===== config.mk =====
export PLATFORM = sky130hd
export DESIGN_NAME = audio_clk_delay_bank
export DESIGN_NICKNAME = d
export VERILOG_FILES = /design/src/rtl/audio_clk_delay_bank.sv
export SDC_FILE = /design/constraint.sdc
export NUM_CORES = 1
export LEC_CHECK = 0
export CORE_ASPECT_RATIO = 0.6
export CORE_MARGIN = 5
export CORE_UTILIZATION = 53
export CTS_BUF_LIST = sky130_fd_sc_hd__clkbuf_4 sky130_fd_sc_hd__clkbuf_8 sky130_fd_sc_hd__clkbuf_16
export DETAILED_ROUTE_END_ITERATION = 16
export PLACE_DENSITY = 0.83
export SLEW_MARGIN = 20
export SYNTH_ARGS = -nofsm -noshare
export SYNTH_HDL_FRONTEND = slang
export SYNTH_SLANG_ARGS = --single-unit

===== constraint.sdc =====
create_clock -name clk_300m -period 2.45 [get_ports clk_300m]
set_input_delay 0.6125 -clock clk_300m [delete_from_list [all_inputs] [get_ports clk_300m]]
set_output_delay 0.6125 -clock clk_300m [all_outputs]
set_load 0.02 [all_outputs]

===== src/rtl/audio_clk_delay_bank.sv =====
// Per-channel programmable delay line (0..MAX_DLY clk_300m cycles) with glitch-free config apply; optional SYNC_IN_EN input synchroniser.
// Latency: d cycles (d=0 combinational bypass), +2 with SYNC_IN_EN; config settles when taps match or after TIMEOUT cycles in APPLY.
// Backpressure: cfg_ready low outside IDLE; cfg_valid while not ready is dropped, never queued.
`timescale 1ns/1ps
module audio_clk_delay_bank #(
    parameter int NCH     = 3,
    parameter int MAX_DLY = 15,
    parameter int DW      = $clog2(MAX_DLY + 1),
    parameter int TIMEOUT = 1023
) (
    input  logic              clk_300m,
    input  logic              rst,
    input  logic [NCH-1:0]    sig_in,
    output logic [NCH-1:0]    sig_out,
    input  logic [NCH*DW-1:0] cfg_delay,
    input  logic              cfg_valid,
    output logic              cfg_ready,
    output logic              cfg_done,
    output logic              cfg_forced,
    output logic [NCH*DW-1:0] act_delay
);
    localparam int CW = $clog2(TIMEOUT + 1);

    typedef enum logic [1:0] {IDLE, APPLY, DONE} state_t;

    state_t           state;
    logic [NCH-1:0]   src;
    logic [MAX_DLY-1:0] sr [NCH];
    logic [DW-1:0]    act [NCH];
    logic [DW-1:0]    shd [NCH];
    logic [DW-1:0]    req [NCH];
    logic [NCH-1:0]   pending;
    logic [NCH-1:0]   pend_new;
    logic [NCH-1:0]   eq;
    logic [CW-1:0]    cnt;
    logic [CW-1:0]    cnt_nxt;
    logic             tmo;

`ifdef SYNC_IN_EN
    logic [NCH-1:0] sync1, sync2;
    always_ff @(posedge clk_300m) begin
        if (rst) begin
            sync1 <= '0;
            sync2 <= '0;
        end else begin
            sync1 <= sig_in;
            sync2 <= sync1;
        end
    end
    assign src = sync2;
`else
    assign src = sig_in;
`endif

    // sr[i][k-1] holds stage k; it runs in every state so any new tap already has history
    always_ff @(posedge clk_300m) begin
        for (int i = 0; i < NCH; i++) begin
            if (rst) begin
                sr[i] <= '0;
            end else begin
                sr[i][0] <= src[i];
                for (int k = 1; k < MAX_DLY; k++) sr[i][k] <= sr[i][k-1];
            end
        end
    end

    function automatic logic tap(input logic [MAX_DLY-1:0] s, input logic x, input logic [DW-1:0] d);
        logic t;
        t = x;
        for (int k = 1; k <= MAX_DLY; k++) begin
            if (d == DW'(k)) t = s[k-1];
        end
        return t;
    endfunction

    function automatic logic [DW-1:0] clampd(input logic [DW-1:0] v);
        return (v > DW'(MAX_DLY)) ? DW'(MAX_DLY) : v;
    endfunction

    always_comb begin
        sig_out   = '0;
        act_delay = '0;
        pend_new  = '0;
        eq        = '0;
        for (int i = 0; i < NCH; i++) begin
            req[i]               = clampd(cfg_delay[i*DW +: DW]);
            pend_new[i]          = (req[i] != act[i]);
            eq[i]                = (tap(sr[i], src[i], act[i]) == tap(sr[i], src[i], shd[i]));
            sig_out[i]           = tap(sr[i], src[i], act[i]);
            act_delay[i*DW +: DW] = act[i];
        end
    end

    // Timeout fires in the TIMEOUT-th cycle spent in APPLY
    assign cnt_nxt = cnt + CW'(1);
    assign tmo     = (cnt_nxt == CW'(TIMEOUT));

    always_ff @(posedge clk_300m) begin
        if (rst) begin
            state      <= IDLE;
            cfg_ready  <= 1'b1;
            cfg_done   <= 1'b0;
            cfg_forced <= 1'b0;
            pending    <= '0;
            cnt        <= '0;
            for (int i = 0; i < NCH; i++) begin
                act[i] <= '0;
                shd[i] <= '0;
            end
        end else begin
            cfg_done   <= 1'b0;
            cfg_forced <= 1'b0;
            case (state)
                IDLE: begin
                    if (cfg_valid) begin
                        for (int i = 0; i < NCH; i++) shd[i] <= req[i];
                        pending   <= pend_new;
                        cnt       <= '0;
                        cfg_ready <= 1'b0;
                        if (pend_new == '0) begin
                            state    <= DONE;
                            cfg_done <= 1'b1;
                        end else begin
                            state <= APPLY;
                        end
                    end
                end
                APPLY: begin
                    cnt <= cnt_nxt;
                    for (int i = 0; i < NCH; i++) begin
                        if (pending[i] && (eq[i] || tmo)) begin
                            act[i]     <= shd[i];
                            pending[i] <= 1'b0;
                        end
                    end
                    if ((pending & ~eq) == '0) begin
                        state    <= DONE;
                        cfg_done <= 1'b1;
                    end else if (tmo) begin
                        state      <= DONE;
                        cfg_done   <= 1'b1;
                        cfg_forced <= 1'b1;
                    end
                end
                DONE: begin
                    state     <= IDLE;
                    cfg_ready <= 1'b1;
                end
                default: begin
                    state     <= IDLE;
                    cfg_ready <= 1'b1;
                end
            endcase
        end
    end
endmodule


# Word level (Yosys, flattened, before mapping)
# Memories as Yosys holds them, arrays and structs flattened.
# Cells that the tools add are included.
[op_classes]
n_addsub = 1
order_cmp = 3
eq_ne = 103
mux = 182
n_bitwise = 54
n_reduce_logical = 17
[ops]
columns = ["op", "count"]
rows = [
  ["4-bit equality test (second input constant)", 48],
  ["1-bit 2-to-1 mux", 162],
  ["4-bit by 3-bit equality test with 1-bit output (second input constant)", 24],
  ["1-bit OR", 51],
  ["4-bit by 2-bit equality test with 1-bit output (second input constant)", 12],
  ["4-bit 2-to-1 mux", 9],
  ["4-bit by 1-bit equality test with 1-bit output (second input constant)", 6],
  ["10-bit one-hot mux with 2 select lines", 1],
  ["4-bit greater-than comparator (second input constant)", 3],
  ["4-bit inequality test", 3],
  ["10-bit by 1-bit adder with 10-bit output (second input constant)", 1],
  ["10-bit equality test (second input constant)", 1],
  ["10-bit 2-to-1 mux", 1],
  ["3-bit AND reduction", 3],
  ["2-bit 2-to-1 mux", 4],
  ["2-bit inequality test (second input constant)", 4],
  ["3-bit logical NOT", 2],
  ["3-bit one-hot mux with 2 select lines", 1],
  ["2-bit AND reduction", 3],
  ["1-bit one-hot mux with 2 select lines", 2],
  ["2-bit one-hot mux with 2 select lines", 1],
  ["3-bit bitwise AND", 1],
  ["1-bit equality test", 3],
  ["1-bit logical AND", 3],
  ["other kinds (9)", 11],
]
[word_totals]
regBits = 18
ramBits = 69
in_bits = 18
out_inout_bits = 18
elab_cells = 371
n_memories = 3
[mem_list]
columns = ["memory", "words", "width", "read_ports", "rd_clocked_by_memory_dff", "write_ports", "line", "rtl"]
rows = [
  ["sr", 3, 15, 3, 0, 3, "28", "logic [MAX_DLY-1:0] sr [NCH];"],
  ["act", 3, 4, 3, 0, 3, "29", "logic [DW-1:0] act [NCH];"],
  ["shd", 3, 4, 3, 0, 3, "30", "logic [DW-1:0] shd [NCH];"],
]

# Longest topological paths before layout
# Gate-level depths: netlist (run 1).
# An unclocked memory read counts as a cell.
[depth]
word_depth = 25
ltp_mapped = 11
mapped_depth_nobuf = 9

# Worst setup path after synthesis (run 1)
# No wires, ideal clock.
[synth_timing]
path_type = "reg-to-reg"
startpoint = "memory act[0][4] in the netlist's numbering"
endpoint = "memory act[0][9] in the netlist's numbering, data pin"
setup_time_ps = 132
t_arrival_ps = 2693
required_time_ps = 2318
setup_slack_ps = -375
stages_incl_launch_ff = 12
path_buffers = 2
synth_period_minus_slack_ps = 2825
cell_sequence = "edfxtp_1 -> clkbuf_1 -> mux4_2 -> mux2i_1 -> nor2_1 -> a31oi_1 -> inv_1 -> and2_4 -> a211o_1 -> a31oi_1 -> buf_4 -> and2_1"
[synth_lines]
columns = ["item", "line"]
rows = [
  ["from (decl)", "29"],
]

==> results.py, run 1 <==
metrics = {
    "status": {
        "status": "finished, violations left",
        "violations": "negative setup slack",
    },
    "worst_setup_path": {
        "critPathMaxStageDelay_ns": 0.49,
        "reg2reg_from": "shd[0][4]$_SDFFCE_PN0P_",
        "cp-start-kind": "flip-flop",
        "r2r_end": "act[0][8]$_SDFFCE_PN0P_",
        "cp-startpoint": "shd[0][4]$_SDFFCE_PN0P_",
        "worstPathCellList": "nand2b_1 -> o22a_1 -> o211ai_1 -> a211oi_2 -> o311a_4 -> a211o_1 -> a31oi_4 -> buf_6 -> and2_4",
        "crit_family": "compound AO/OA/AOI/OAI gates",
        "r2r_cells": 9,
        "crit_path_end_kind": "flip-flop",
        "path_buf_inv": 1,
        "critPathMaxFanout": 8,
        "path_class": "reg -> reg",
        "cp.required_ns": 2.67,
        "reg2reg_slack_ns": -0.42,
        "worst_ep_arrival_time_ns": 3.10,
        "critPathSlowestCell": "edfxtp_1",
    },
    "global_route": {
        "overflow": 0,
        "grt_max_degree": 35,
        "antenna_found_initial": 0,
        "grt_first_pass_wirelength_um": 24300,
        "grtUsageTotal": 0.276,
        "grt_pass1_vias": 4608,
    },
    "clock_network": {
        "clk_path_buf_depth": 2,
        "htreeDepth": 3,
        "clk_latency_ns": 0.35,
        "cts_tree": "yes",
        "numCtsBuffers": 9,
        "cts_sinks": 87,
        "clk_pin_slew_worst_paths_ns": 0.07,
        "cts_root_buffer": "clkbuf_16",
    },
    "yosys": {
        "synth_top_family_by_area": "simple AND/OR/NAND/NOR gates",
        "synth_area_um2": 4810,
        "synthCells": 522,
        "yosys.area_share.simple": 0.264,
        "synthAdderAreaFrac": 0.00520,
        "ys_types": 73,
        "synthMuxAreaShare": 0.0647,
        "synth_ff_type": "dfxtp_1",
        "synth-seq-cells": 87,
        "synth_edf_count": 24,
        "yosysWarnings": 0,
        "synth_xor_area_frac": 0.0364,
        "synthArstFlopShare": 0,
        "synth_compound_area_frac": 0.174,
        "seq_area_frac_synth": 0.412,
        "syn_nets": 542,
        "syn_avg_cell_area_um2": 9.22,
    },
    "die": {
        "ios": 36,
        "core_region_area_um2": 8690,
        "die_y_um": 83.8,
        "rows": 26,
        "die_w_um": 133,
        "dieArea_um2": 11100,
        "start_util": 0.554,
    },
    "power_and_ir_drop": {
        "switching_share": 0.305,
        "leakage_nw": 2.71,
        "clockPowerShare": 0.325,
        "power_per_cell_area_nw_per_um2": 590,
        "p_total_mw": 3.97,
        "sequentialPowerShare": 0.406,
        "p_int_mw": 2.76,
        "max-vdd-ir-drop_v": 0.000359,
        "p_comb_frac": 0.269,
        "power.switching_mw": 1.21,
    },
    "sta": {
        "maxSlewViolCount": 0,
        "final.period_utilization": 1.17,
        "hold_viol_final": 0,
        "relSlewSlack": 0.637,
        "worst_pin_slew_ns": 0.543,
        "period_minus_slack_ns": 2.87,
        "setup_viol": 33,
        "finalClockSkew_ns": 0.00823,
        "fin_ws_ns": -0.425,
        "max_freq_mhz": 348,
        "rsz0062_at_grt": "yes",
    },
    "cells_and_area": {
        "area_delta_synth_final_pct": 39.8,
        "drive_above_1_share": 0.342,
        "antenna_cells": 0,
        "postLayoutCellArea_um2": 6730,
        "nFillCells": 485,
        "final_nets": 675,
    },
    "worst_hold_path": {
        "min_from": "cfg_ready$_SDFFE_PP1P_",
        "hold_path_depth": 1,
        "hold_class": "reg -> reg",
        "min_to": "cfg_ready$_SDFFE_PP1P_",
    },
    "placed_design": {
        "place.gp.congestion": 0.954,
        "hpwl_um": 9820,
        "io_buffers": 35,
        "place_area_um2": 5960,
        "pre_cts_ws_ns": -0.836,
    },
    "drt": {
        "routedWlPerCell_um": 21.5,
        "drt_iter0_markers": 656,
        "wirelength_um": 16600,
        "first_pass_iters": 5,
        "drc": 0,
        "vias_per_cell": 6.29,
        "detail-route-antenna-nets": 0,
        "vias": 4854,
    },
    "job": {
        "maxCapViolations": 0,
    },
}
-- metal layers --
metal	GRT usage	vias to the layer above	share of wire
li1	-	2139	-
met1	0.363	2307	0.40
met2	0.428	331	0.46
met3	0.0783	77	0.10
met4	0.117	0	0.040
met5	0	-	0
-- cell usage after synthesis, types with 3 or more instances --
cell	number	area (µm²)
xor2_1	3	26.3
o21a_1	4	30.0
or2_2	4	25.0
dfxtp_1	63	1260
nand2_1	18	67.6
a21o_1	5	37.5
nand3_1	10	50.1
o21bai_1	4	30.0
inv_1	17	63.8
or3b_2	3	26.3
a22oi_1	10	75.1
o211ai_1	4	30.0
nor2_1	37	139
o2111ai_1	3	26.3
a21oi_1	14	70.1
mux2_2	9	101
a21boi_0	3	22.5
a31oi_1	6	37.5
mux4_2	4	90.1
o31ai_1	6	45.0
a211o_1	4	35.0
xnor2_1	17	149
and2_1	23	144
nor3b_1	9	67.6
nor3_1	11	55.1
nand2b_1	14	87.6
o22ai_1	4	25.0
clkbuf_1	32	120
nor2b_1	59	369
o311ai_0	3	26.3
edfxtp_1	24	721
nand3b_1	6	45.0
nand4_1	5	31.3
o21ai_0	19	95.1
mux2i_1	12	120
a211oi_1	5	37.5
-- power by group through the flow --
stage,Combinational [mW],Sequential (mW),Clock (mW)
CTS,0.938,1.60,1.29
global route,1.11,1.62,1.36
floorplan,0.447,1.63,0
global placement,0.775,1.63,0
detailed placement,0.807,1.63,0
finish,1.07,1.61,1.29
-- cell usage in the layout (no fill, tap or decap), types with 3 or more instances in the layout --
cell / count
edfxtp_1: 24
inv_1: 14
a22oi_1: 9
o22ai_1: 3
nor2_1: 35
clkdlybuf4s50_1: 28
and2_4: 13
o21bai_1: 3
nand2_1: 17
and2_1: 13
mux2i_1: 11
nand3b_1: 6
o31ai_1: 4
nand4_1: 5
mux4_2: 4
a31oi_1: 3
xnor2_1: 15
a211o_1: 4
nor3_1: 9
a21o_1: 5
nor2b_1: 58
nor3b_1: 6
xor2_1: 3
nand2b_1: 11
mux2_2: 9
a21oi_1: 12
o21ai_0: 14
nand2b_4: 3
nor3b_2: 3
o21a_1: 4
buf_6: 13
nand3_1: 10
o21ai_1: 4
dfxtp_1: 60
o211ai_1: 4
buf_4: 110
a211oi_1: 3
clkbuf_16: 9
-- registers in the layout, summed over array words and instances (netlist names) --
name and flops:
cnt 10, pending 3, shd 12, cfg_forced 1, state 2, act 12, cfg_done 1, sr 45
cfg_ready 1
-- timing repair --
item                                    in CTS  in global routing
cloned                                       1                  0
resized for setup                           69                 38
pin swaps                                   40                 19
buffers inserted                            10                 10
hold buffers                                 0                  0
endpoints found under the setup margin      33                 34
-- per-stage QoR --
step	util	setup TNS, ns	std cells	hold slack [ns]
3_3_place_gp	0.687	-17.33	739	0.447
6_report	0.775	-9.31	772	0.482
3_5_place_dp	0.687	-19.66	739	0.463
2_1_floorplan	-	-2.46	522	0.437
5_1_grt	0.775	-11.81	772	0.498
4_1_cts	0.749	-5.10	765	0.487
-- worst register-to-register path, stage by stage, from the launching register on --
cell and delay [ns]:
edfxtp_1 0.49, nand2b_1 0.28, o22a_1 0.25, o211ai_1 0.30, a211oi_2 0.17, o311a_4 0.39, a211o_1 0.31, a31oi_4 0.23
buf_6 0.16, and2_4 0.16
-- how the worst max path moves through the flow --
stage | end | cells past startpoint
floorplan | act[0][9]$_SDFFCE_PN0P_ | 11
global placement | sig_out[0] | 8
detailed placement | sig_out[0] | 8
CTS | sig_out[0] | 8
global route | sig_out[0] | 9
finish | act[0][8]$_SDFFCE_PN0P_ | 9
-- cells by family (layout without fill, tap and decap cells) --
group / count (synthesis) / in the layout
buffers and inverters: 53 / 191
multiplexers: 25 / 25
AO/OA/AOI/OAI: 117 / 117
XOR/XNOR: 20 / 20
AND/OR/NAND/NOR: 218 / 218
adder cells (fa/ha/maj): 2 / 2
flip-flops: 87 / 87
-- final cells by class --
type	count	area (µm²)	area share
clock inverters	5	31.3	0.00465
multi-input cells	382	2950	0.438
flip-flops and latches	87	1990	0.296
clock buffers	11	240	0.0357
repair buffers	158	1320	0.196
well taps	112	140	0.0208
inverters	17	66.3	0.00985
(Power assumes the default switching activity.)
==> inputs of run 2 (changes only) <==
==> constraint.sdc (replaced) <==
create_clock -name clk_300m -period 2.3 [get_ports clk_300m]
set_input_delay 0.575 -clock clk_300m [delete_from_list [all_inputs] [get_ports clk_300m]]
set_output_delay 0.575 -clock clk_300m [all_outputs]
set_load 0.02 [all_outputs]
==> results.py, run 2 (synthesized netlist as in run 1, its figures left out) <==
metrics = {
    "worst_setup_path": {
        "critPathMaxStageDelay_ns": 0.56,
        "cp-startpoint": "act[0][10]$_SDFFCE_PN0P_",
        "cp-start-kind": "flip-flop",
        "worst_ep_arrival_time_ns": 2.92,
        "path_class": "reg -> reg",
        "reg2reg_slack_ns": -0.52,
        "cpMostUsedCell": "buf_6",
        "worstPathCellList": "or4b_4 -> a21oi_2 -> nor4_1 -> o31ai_1 -> buf_4 -> buf_6 -> xnor2_4 -> a21bo_2 -> a31oi_4 -> buf_6 -> and2_4",
        "critPathSlowestCell": "or4b_4",
        "path_buf_inv": 3,
        "cp.required_ns": 2.40,
        "critPathMaxFanout": 8,
        "reg2reg_from": "act[0][10]$_SDFFCE_PN0P_",
        "crit_path_end_kind": "flip-flop",
        "crit_family": "simple AND/OR/NAND/NOR gates",
    },
    "sta": {
        "hold_ws_ns": 0.471,
        "period_minus_slack_ns": 2.82,
        "final.period_utilization": 1.22,
        "fin_ws_ns": -0.517,
        "relSlewSlack": 0.456,
        "maxSlewViolCount": 0,
        "hold_viol_final": 0,
        "max_freq_mhz": 355,
        "finalClockSkew_ns": 0.00731,
        "worst_pin_slew_ns": 0.814,
        "setup_viol": 34,
        "rsz0062_at_grt": "yes",
    },
    "drt": {
        "vias": 4663,
        "detail-route-antenna-nets": 0,
        "vias_per_cell": 6.02,
        "wirelength_um": 14200,
        "routedWlPerCell_um": 18.3,
        "drc": 0,
        "drt_iter0_markers": 474,
        "first_pass_iters": 6,
    },
    "clock_network": {
        "clk_pin_slew_worst_paths_ns": 0.06,
        "clk_path_buf_depth": 2,
        "numCtsBuffers": 9,
        "cts_root_buffer": "clkbuf_16",
        "cts_sinks": 87,
        "holdBufCountCts": 0,
        "htreeDepth": 3,
        "cts_tree": "yes",
        "clk_latency_ns": 0.35,
    },
    "power_and_ir_drop": {
        "p_total_mw": 4.29,
        "max-vdd-ir-drop_v": 0.000495,
        "leakage_nw": 2.71,
        "power_per_cell_area_nw_per_um2": 642,
    },
    "cells_and_area": {
        "area_delta_synth_final_pct": 38.9,
        "final_common_cell": "buf_4",
        "final_nets": 678,
        "drive_above_1_share": 0.318,
        "largest_reg_flops": 45,
        "top_register": "sr",
        "antenna_cells": 0,
        "nFillCells": 558,
        "final_cell_mix": "buf_4, dfxtp_1, nor2b_1",
        "postLayoutCellArea_um2": 6690,
        "reg_top3": "sr x45, act x12, shd x12",
    },
    "job": {
        "maxCapViolations": 0,
    },
    "die": {
        "die_w_um": 133,
        "die_y_um": 83.8,
        "rows": 26,
        "dieArea_um2": 11100,
        "core_region_area_um2": 8690,
        "ios": 36,
        "start_util": 0.554,
    },
    "status": {
        "status": "finished, violations left",
        "violations": "negative setup slack",
    },
    "global_route": {
        "grt_first_pass_wirelength_um": 23200,
        "antenna_found_initial": 0,
        "grt_pass1_vias": 4618,
        "grt_max_degree": 25,
        "grtUsageTotal": 0.256,
        "overflow": 0,
    },
    "placed_design": {
        "place.gp.congestion": 0.980,
        "hpwl_um": 9690,
        "pre_cts_ws_ns": -0.858,
        "place_area_um2": 6020,
        "io_buffers": 35,
    },
    "worst_hold_path": {
        "hold_class": "reg -> reg",
        "min_from": "cfg_ready$_SDFFE_PP1P_",
    },
}
[run 2: changes by cell type in the layout (fill, tap and decap cells not counted), moves of 3 or more]
cell	before	now
and2_1	13	16
buf_6	13	16
nand2b_4	3	0
and2_4	13	10
nand2b_1	11	14
[run 2: final timing paths]
path,cells past startpoint,to
max,11,act[0][10]$_SDFFCE_PN0P_
min,1,cfg_ready$_SDFFE_PP1P_
max reg2reg,11,act[0][10]$_SDFFCE_PN0P_
min reg2reg,1,cfg_ready$_SDFFE_PP1P_
[run 2: area by class of cell]
cell class                      instances  area [µm²]  area share
Multi-Input combinational cell        382        2840       0.425
Sequential cell                        87        1980       0.297
Timing Repair Buffer                  161        1340       0.200
Clock buffer                           13         273      0.0408
Tap cell                              112         140      0.0210
Inverter                               17        66.3     0.00992
Clock inverter                          3        41.3     0.00618
[run 2: worst reg2reg max path, stage by stage, from the launching register on]
cell and delay, ns:
edfxtp_1 0.48, or4b_4 0.56, a21oi_2 0.15, nor4_1 0.07, o31ai_1 0.28, buf_4 0.19
buf_6 0.11, xnor2_4 0.13, a21bo_2 0.19, a31oi_4 0.10, buf_6 0.16, and2_4 0.15
[run 2: stage by stage]
stage / std cells / util / TNS (ns)
finish: 775 / 0.770 / -13.10
global route: 775 / 0.770 / -16.09
CTS: 769 / 0.758 / -12.58
detailed placement: 745 / 0.693 / -24.44
global placement: 745 / 0.693 / -22.39
floorplan: 522 / - / -6.62
[run 2: where the power goes]
group	internal, mW	switching [mW]
Sequential	1.64	0.0802
Combinational	0.522	0.508
Clock	0.941	0.601
Total	3.10	1.19
[run 2: metal layers]
metal / vias to the layer above / track usage / routed length, µm
met3: 31 / 0.0711 / 1410
met4: 0 / 0.0585 / 181
met5: - / 0 / 0
met2: 264 / 0.415 / 6600
met1: 2210 / 0.340 / 5980
li1: 2158 / - / -
[run 2: timing repair]
item                       in CTS  in global routing
cloned                          1                  0
pin swaps                      30                 11
buffers inserted                9                  6
setup endpoints to repair      34                 36
gates resized for setup        66                 14
